**config.mk**
```make
export PLATFORM = sky130hd
export DESIGN_NAME = urv_mem_arbiter
export DESIGN_NICKNAME = d
export VERILOG_FILES = /design/src/rtl/urv_mem_pkg.sv /design/src/rtl/urv_arb_starve_cnt.sv /design/src/rtl/urv_mem_arbiter.sv
export SDC_FILE = /design/constraint.sdc
export NUM_CORES = 1
export LEC_CHECK = 0
export BUFFER_PORTS_ARGS = -buffer_cell sky130_fd_sc_hd__buf_2
export CORE_AREA = 2 2 101 103
export CTS_CLUSTER_SIZE = 10
export DETAILED_ROUTE_END_ITERATION = 6
export DIE_AREA = 0 0 103 105
export PLACE_DENSITY = 0.48
export SLEW_MARGIN = 0
export SYNTH_ARGS = -nofsm -noshare
export SYNTH_HDL_FRONTEND = slang
export SYNTH_HIERARCHICAL = 1
export SYNTH_SLANG_ARGS = --single-unit
```
**constraint.sdc**
```tcl
create_clock -name wclk -period 4.3 [get_ports wclk]
set_input_delay 0.215 -clock wclk [delete_from_list [all_inputs] [get_ports wclk]]
set_output_delay 0.215 -clock wclk [all_outputs]
set_load 0.01 [all_outputs]
```
**src/rtl/urv_mem_pkg.sv**
```systemverilog
// urv_mem_pkg
// Shared definitions for the uRV memory arbiter slice:
//   owner_e        - who owns the read return in the cycle after a grant
//   WORD_LANES     - byte lanes per RAM word
//   STARVE_W       - width of the fetch starvation counter (covers 1..15)
//   addr_in_range  - true when no byte-address bit at or above addr_w is set
package urv_mem_pkg;

  localparam int WORD_LANES = 4;
  localparam int STARVE_W   = 4;

  typedef enum logic [1:0] {
    OWNER_NONE  = 2'd0,
    OWNER_FETCH = 2'd1,
    OWNER_DATA  = 2'd2
  } owner_e;

  // Anything with a set bit in [31:addr_w] falls outside the RAM.
  function automatic logic addr_in_range(input logic [31:0] addr,
                                         input int unsigned addr_w);
    logic [31:0] hi_mask;
    hi_mask = (addr_w >= 32) ? 32'h0 : ~((32'h1 << addr_w) - 32'h1);
    return (addr & hi_mask) == 32'h0;
  endfunction

endpackage

```
**src/rtl/urv_arb_starve_cnt.sv**
```systemverilog
// urv_arb_starve_cnt
// Saturating counter of consecutive cycles a pending fetch has been denied.
// Ports:
//   wclk   - clock
//   rst    - asynchronous active-low reset
//   inc    - fetch pending and denied this cycle
//   clr    - fetch granted or not requesting this cycle (wins over inc)
//   at_max - counter has reached MAX; fetch must win this cycle
// MAX must lie in 1..2**W-1.
module urv_arb_starve_cnt
  import urv_mem_pkg::*;
#(
  parameter int MAX = 4,
  parameter int W   = STARVE_W
) (
  input  logic wclk,
  input  logic rst,
  input  logic inc,
  input  logic clr,
  output logic at_max
);

  localparam logic [W-1:0] MAX_V = W'(MAX);

  logic [W-1:0] cnt_q;
  logic [W-1:0] cnt_d;

  assign at_max = (cnt_q == MAX_V);

  always_comb begin
    cnt_d = cnt_q;
    if (clr) begin
      cnt_d = '0;
    end else if (inc && !at_max) begin
      cnt_d = cnt_q + W'(1);
    end
  end

  always_ff @(posedge wclk or negedge rst) begin
    if (!rst) begin
      cnt_q <= '0;
    end else begin
      cnt_q <= cnt_d;
    end
  end

endmodule

```
**src/rtl/urv_mem_arbiter.sv**
```systemverilog
// urv_mem_arbiter
// Shares one single-port synchronous word RAM between the uRV fetch port and
// the data load/store port. One grant per cycle; data wins by default, but a
// fetch denied STARVE_MAX cycles in a row is forced through. Read data returns
// one cycle after the grant.
// Ports:
//   wclk, rst                  - clock, asynchronous active-low reset
//   i_req/i_addr               - fetch request (held until i_gnt)
//   i_gnt/i_rvalid/i_rdata     - fetch grant (comb) and read return
//   d_req/d_we/d_addr/d_wdata/d_be - data request (held until d_gnt)
//   d_gnt/d_rvalid/d_rdata     - data grant (comb) and load return
//   d_err                      - out-of-range data access, aligned with return
//   mem_en/mem_we/mem_addr/mem_wdata/mem_rdata - RAM macro port
module urv_mem_arbiter
  import urv_mem_pkg::*;
#(
  parameter int ADDR_W     = 16,
  parameter int STARVE_MAX = 4
) (
  input  logic                  wclk,
  input  logic                  rst,
  input  logic                  i_req,
  input  logic [31:0]           i_addr,
  output logic                  i_gnt,
  output logic                  i_rvalid,
  output logic [31:0]           i_rdata,
  input  logic                  d_req,
  input  logic                  d_we,
  input  logic [31:0]           d_addr,
  input  logic [31:0]           d_wdata,
  input  logic [WORD_LANES-1:0] d_be,
  output logic                  d_gnt,
  output logic                  d_rvalid,
  output logic [31:0]           d_rdata,
  output logic                  d_err,
  output logic                  mem_en,
  output logic [WORD_LANES-1:0] mem_we,
  output logic [ADDR_W-3:0]     mem_addr,
  output logic [31:0]           mem_wdata,
  input  logic [31:0]           mem_rdata
);

  logic   starve_at_max;
  logic   i_in_range;
  logic   d_in_range;
  owner_e rd_owner_q, rd_owner_d;
  logic   rd_load_q, rd_load_d;
  logic   rd_oor_q, rd_oor_d;

  assign i_in_range = addr_in_range(i_addr, ADDR_W);
  assign d_in_range = addr_in_range(d_addr, ADDR_W);

  // Grants are gated by reset so nothing reaches the RAM while rst is low.
  always_comb begin
    i_gnt = 1'b0;
    d_gnt = 1'b0;
    if (rst) begin
      if (i_req && (!d_req || starve_at_max)) begin
        i_gnt = 1'b1;
      end else if (d_req) begin
        d_gnt = 1'b1;
      end
    end
  end

  urv_arb_starve_cnt #(
    .MAX (STARVE_MAX),
    .W   (STARVE_W)
  ) u_starve (
    .wclk   (wclk),
    .rst    (rst),
    .inc    (i_req && !i_gnt),
    .clr    (!i_req || i_gnt),
    .at_max (starve_at_max)
  );

  // Out-of-range accesses are still granted but leave the RAM disabled.
  always_comb begin
    mem_en    = 1'b0;
    mem_we    = '0;
    mem_addr  = d_addr[ADDR_W-1:2];
    mem_wdata = d_wdata;
    if (i_gnt) begin
      mem_addr = i_addr[ADDR_W-1:2];
      mem_en   = i_in_range;
    end else if (d_gnt) begin
      mem_en = d_in_range;
      if (d_in_range && d_we) begin
        mem_we = d_be;
      end
    end
  end

  always_comb begin
    rd_owner_d = OWNER_NONE;
    rd_load_d  = 1'b0;
    rd_oor_d   = 1'b0;
    if (i_gnt) begin
      rd_owner_d = OWNER_FETCH;
      rd_oor_d   = !i_in_range;
    end else if (d_gnt) begin
      rd_owner_d = OWNER_DATA;
      rd_load_d  = !d_we;
      rd_oor_d   = !d_in_range;
    end
  end

  // An async reset wipes the owner, so a return in flight is never emitted.
  always_ff @(posedge wclk or negedge rst) begin
    if (!rst) begin
      rd_owner_q <= OWNER_NONE;
      rd_load_q  <= 1'b0;
      rd_oor_q   <= 1'b0;
    end else begin
      rd_owner_q <= rd_owner_d;
      rd_load_q  <= rd_load_d;
      rd_oor_q   <= rd_oor_d;
    end
  end

  assign i_rvalid = (rd_owner_q == OWNER_FETCH);
  assign d_rvalid = (rd_owner_q == OWNER_DATA) && rd_load_q;
  assign d_err    = (rd_owner_q == OWNER_DATA) && rd_oor_q;
  assign i_rdata  = rd_oor_q ? 32'h0 : mem_rdata;
  assign d_rdata  = rd_oor_q ? 32'h0 : mem_rdata;

endmodule

```
==> implementation parameters <==
Parameter                              Value

Run status
  Run status    finished clean

Floorplan
  Starting Density    0.149
  CORE AREA    around 9600 um^2
  Site Rows    36
  Die outline area    around 11,000 um^2
  Number of I/O pins    257
  Horizontal die dimension    103 um
  Chip Height    105 um

Worst setup path
  Data arrival at the endpoint of the critical path    1.98 ns
  Setup crit start kind    flop
  R2r endpoint    u_starve/cnt_q[3]
  Max incr delay on CP    0.39 ns
  Required time of the critical path    4.09 ns
  Max FO, Critical Path    17
  Critical path endpoint category    output pin
  Type of the setup path with the least slack    flop to output pin
  Slowest stage cell on the critical path    sky130_fd_sc_hd__dfrtp_1
  Startpoint of the worst setup timing path    u_starve/cnt_q[0]
  Launching point of the worst reg2reg path    u_starve/cnt_q[0]
  Critical path, cell by cell    inv_1 > ha_1 > nand3b_4 > inv_2 > o211ai_4 > inv_4 > mux2_2 > buf_2
  Worst r2r path cells    9
  Slack of the worst reg-to-reg path    approximately 2.3 ns

Hold path
  Hold Startpoint    d_we
  Worst hold path endpoint    rd_load_q
  HP Class    primary input to flop
  Count of cells along the worst hold path    2

Logic synthesis
  Area share of the leading cell type in the synthesized netlist    0.335
  Most used flip-flop cell after synthesis    sky130_fd_sc_hd__dfrtp_1
  Sequential area share after synthesis    0.140
  Ranking of synthesized cells by area    sky130_fd_sc_hd__buf_4 (34%), sky130_fd_sc_hd__nor2b_1 (14%), sky130_fd_sc_hd__dfrtp_1 (14%)
  Post-synth top area cell    sky130_fd_sc_hd__buf_4
  Library cell with the highest instance count after synthesis    sky130_fd_sc_hd__buf_4
  Number of instances in the synthesized netlist    175
  Yosys synthesis warning count    6
  Synth unique cells    26
  Mean instance size in the synthesized netlist    8.19 um^2
  Register bit total from synthesis    8
  Async SR Flop Fraction    1.00
  Top cells by count, synth    sky130_fd_sc_hd__buf_4 (64), sky130_fd_sc_hd__nor2b_1 (33), sky130_fd_sc_hd__dfrtp_1 (8), sky130_fd_sc_hd__mux2_4 (8), sky130_fd_sc_hd__nor4_1 (8)
  Synthesized area    1430 um^2
  Net Count, Synth    314
  Number of synthesized flops with an enable pin    0

Clocking
  Maximum level of the CTS H-tree    1
  Clock latency reported for the late side of the worst-skew pair    0.23 ns
  Clock-pin transition on the worst setup and hold timing paths    about 0.040 ns
  Clock sink total    8
  Clock Path Buffers    2
  Number of clock buffers inserted by TritonCTS    3
  Root cell of the clock tree    sky130_fd_sc_hd__clkbuf_8
  CTS tree    built

Global route
  Vias in the first global route    1,481
  Antenna violations before repair    0
  Largest net degree at the start of global routing    34
  Tot GR Track Use    0.0750
  First-pass GRT wire length    6530 um
  Remaining global-route overflow    0

Routing
  Via count    1,627
  Routed Wire Length    4350 um
  Routed wire length per instance    roughly 10 um
  Remaining number of nets flagged by the antenna check after routing    0
  Via-per-instance ratio    ~3.8
  Drt drc    0
  Number of search-and-repair iterations in the first detailed-routing pass    4
  Count of routing violations after the opening detailed-route iteration    13

Final layout
  Area growth from synthesis to layout    45.1%
  Post-layout net count    440
  Fin area    2080 um^2
  Fill cell instance count of the final layout    1,106
  Final cell utilization of the core    0.216
  Number of antenna repair diodes    0
  Post-route insts no fill    432
  Share of layout cells above drive strength 1    0.716

Timing
  Worst-Margin Slew    slightly below 1 ns
  Post-Route Skew    about 0.00095 ns
  Setup violation total in the final timing report    0
  Fin Hold WS    approximately 0.21 ns
  Max Fclk    455 MHz
  Relative slew slack    0.355
  Final hold vios    0
  Period Utilization, post-route    0.512
  Final-report max-slew violation count    0
  Unrepaired setup endpoints after global routing    no
  Sum of negative setup slack    0 ns
  Crit path time final    2.20 ns

Placed design
  Post-detailed-placement half-perimeter wirelength    3950 um
  Placed insts    428
  Global placer's final weighted congestion    about 0.73
  Port Buffers    188
  Total placed instance area    2030 um^2

Power and ir drop
  Switching pwr    0.123 mW
  Comb pwr share    0.504
  Power density of the placed cells    172 nW/um^2
  Switching share of power    0.344
  Total leakage power    ~1.2 nW
  P_int    roughly 0.23 mW
  Clock network fraction of total power    0.252
  Reg power frac    0.244
  Worst VDD drop    60.6 uV

Job
  Max Cap Viol    0
## power groups by stage
stage               clock network [mW]  registers [mW]  logic, mW
floorplan                            0          0.0820      0.146
global placement                     0          0.0878      0.181
detailed placement                   0          0.0884      0.182
CTS                             0.0925          0.0873      0.184
global route                    0.0964          0.0881      0.203
finish                          0.0902          0.0871      0.180
## critical path, delay by kind of cell, from the launching register on
kind / cells / cell delay (ns)
multiplexers: 1 / 0.37
flip-flops: 1 / 0.39
adder cells (fa/ha/maj): 1 / 0.19
buffers and inverters: 4 / 0.57
AND/OR/NAND/NOR: 1 / 0.11
AO/OA/AOI/OAI: 1 / 0.11
## final cells by class
| class | instances | area (um^2) | share of cell area |
|---|---|---|---|
| clock buffers | 3 | 41.3 | 0.0198 |
| inverters | 7 | 28.8 | 0.0138 |
| multi-input cells | 92 | 693 | 0.333 |
| flip-flops and latches | 8 | 200 | 0.0962 |
| well taps | 133 | 166 | 0.0800 |
| repair buffers | 189 | 951 | 0.457 |
## registers in the layout, indices dropped and copies added, names as in the netlist
signal / count
rd_load_q: 1
rd_owner_q: 2
u_starve/cnt_q: 4
rd_oor_q: 1
## logic make-up (layout without fill, tap and decap cells)
kind of cell / count (synthesis) / after routing / share of synthesized area
adder cells (fa/ha/maj): 2 / 2 / 0.0174
AO/OA/AOI/OAI: 9 / 9 / 0.0524
multiplexers: 14 / 14 / 0.131
flip-flops: 8 / 8 / 0.140
buffers and inverters: 75 / 199 / 0.377
AND/OR/NAND/NOR: 67 / 67 / 0.283
## metal layers
| metal | wire length, um | up-vias | GRT usage |
|---|---|---|---|
| met2 | 2190 | 153 | 0.143 |
| met3 | 681 | 2 | 0.0254 |
| met4 | 53 | 0 | 0.0320 |
| met5 | 0 | - | 0 |
| li1 | - | 764 | - |
| met1 | 1420 | 708 | 0.0703 |
## placed cells by master (no fill, tap or decap), types with 3 or more instances in the layout
master and count:
sky130_fd_sc_hd__nand3_1 4, sky130_fd_sc_hd__a21oi_1 4, sky130_fd_sc_hd__nand2_1 7, sky130_fd_sc_hd__nor4_1 8, sky130_fd_sc_hd__nor3_1 5, sky130_fd_sc_hd__mux2_4 8
sky130_fd_sc_hd__nor2b_1 33, sky130_fd_sc_hd__clkbuf_8 3, sky130_fd_sc_hd__inv_1 4, sky130_fd_sc_hd__dfrtp_1 8, sky130_fd_sc_hd__buf_2 188, sky130_fd_sc_hd__mux2_2 6
sky130_fd_sc_hd__nand4_1 3
## how the worst max path moves through the flow
| stage | cells after the start | slack (ns) | to |
|---|---|---|---|
| 6_report | 8 | 2.10 | mem_addr[2] |
| 5_1_grt | 8 | 1.99 | mem_addr[1] |
| 3_3_place_gp | 9 | 2.32 | u_starve/cnt_q[3] |
| 2_1_floorplan | 9 | 2.48 | u_starve/cnt_q[3] |
| 3_5_place_dp | 9 | 2.30 | u_starve/cnt_q[3] |
| 4_1_cts | 8 | 2.08 | mem_addr[2] |
## timing repair
action,CTS,global route
hold buffers,1,0
gates resized for setup,0,0
endpoints found under the hold margin,8,0
endpoints found under the setup margin,0,0
setup buffers,0,0
## per-stage QoR
| stage | power, mW | setup slack, ns |
|---|---|---|
| detailed placement | 0.271 | 2.30 |
| global route | 0.388 | 1.99 |
| finish | 0.358 | 2.10 |
| global placement | 0.269 | 2.32 |
| CTS | 0.364 | 2.08 |
| floorplan | 0.228 | 2.48 |
(Power assumes the default switching activity.)
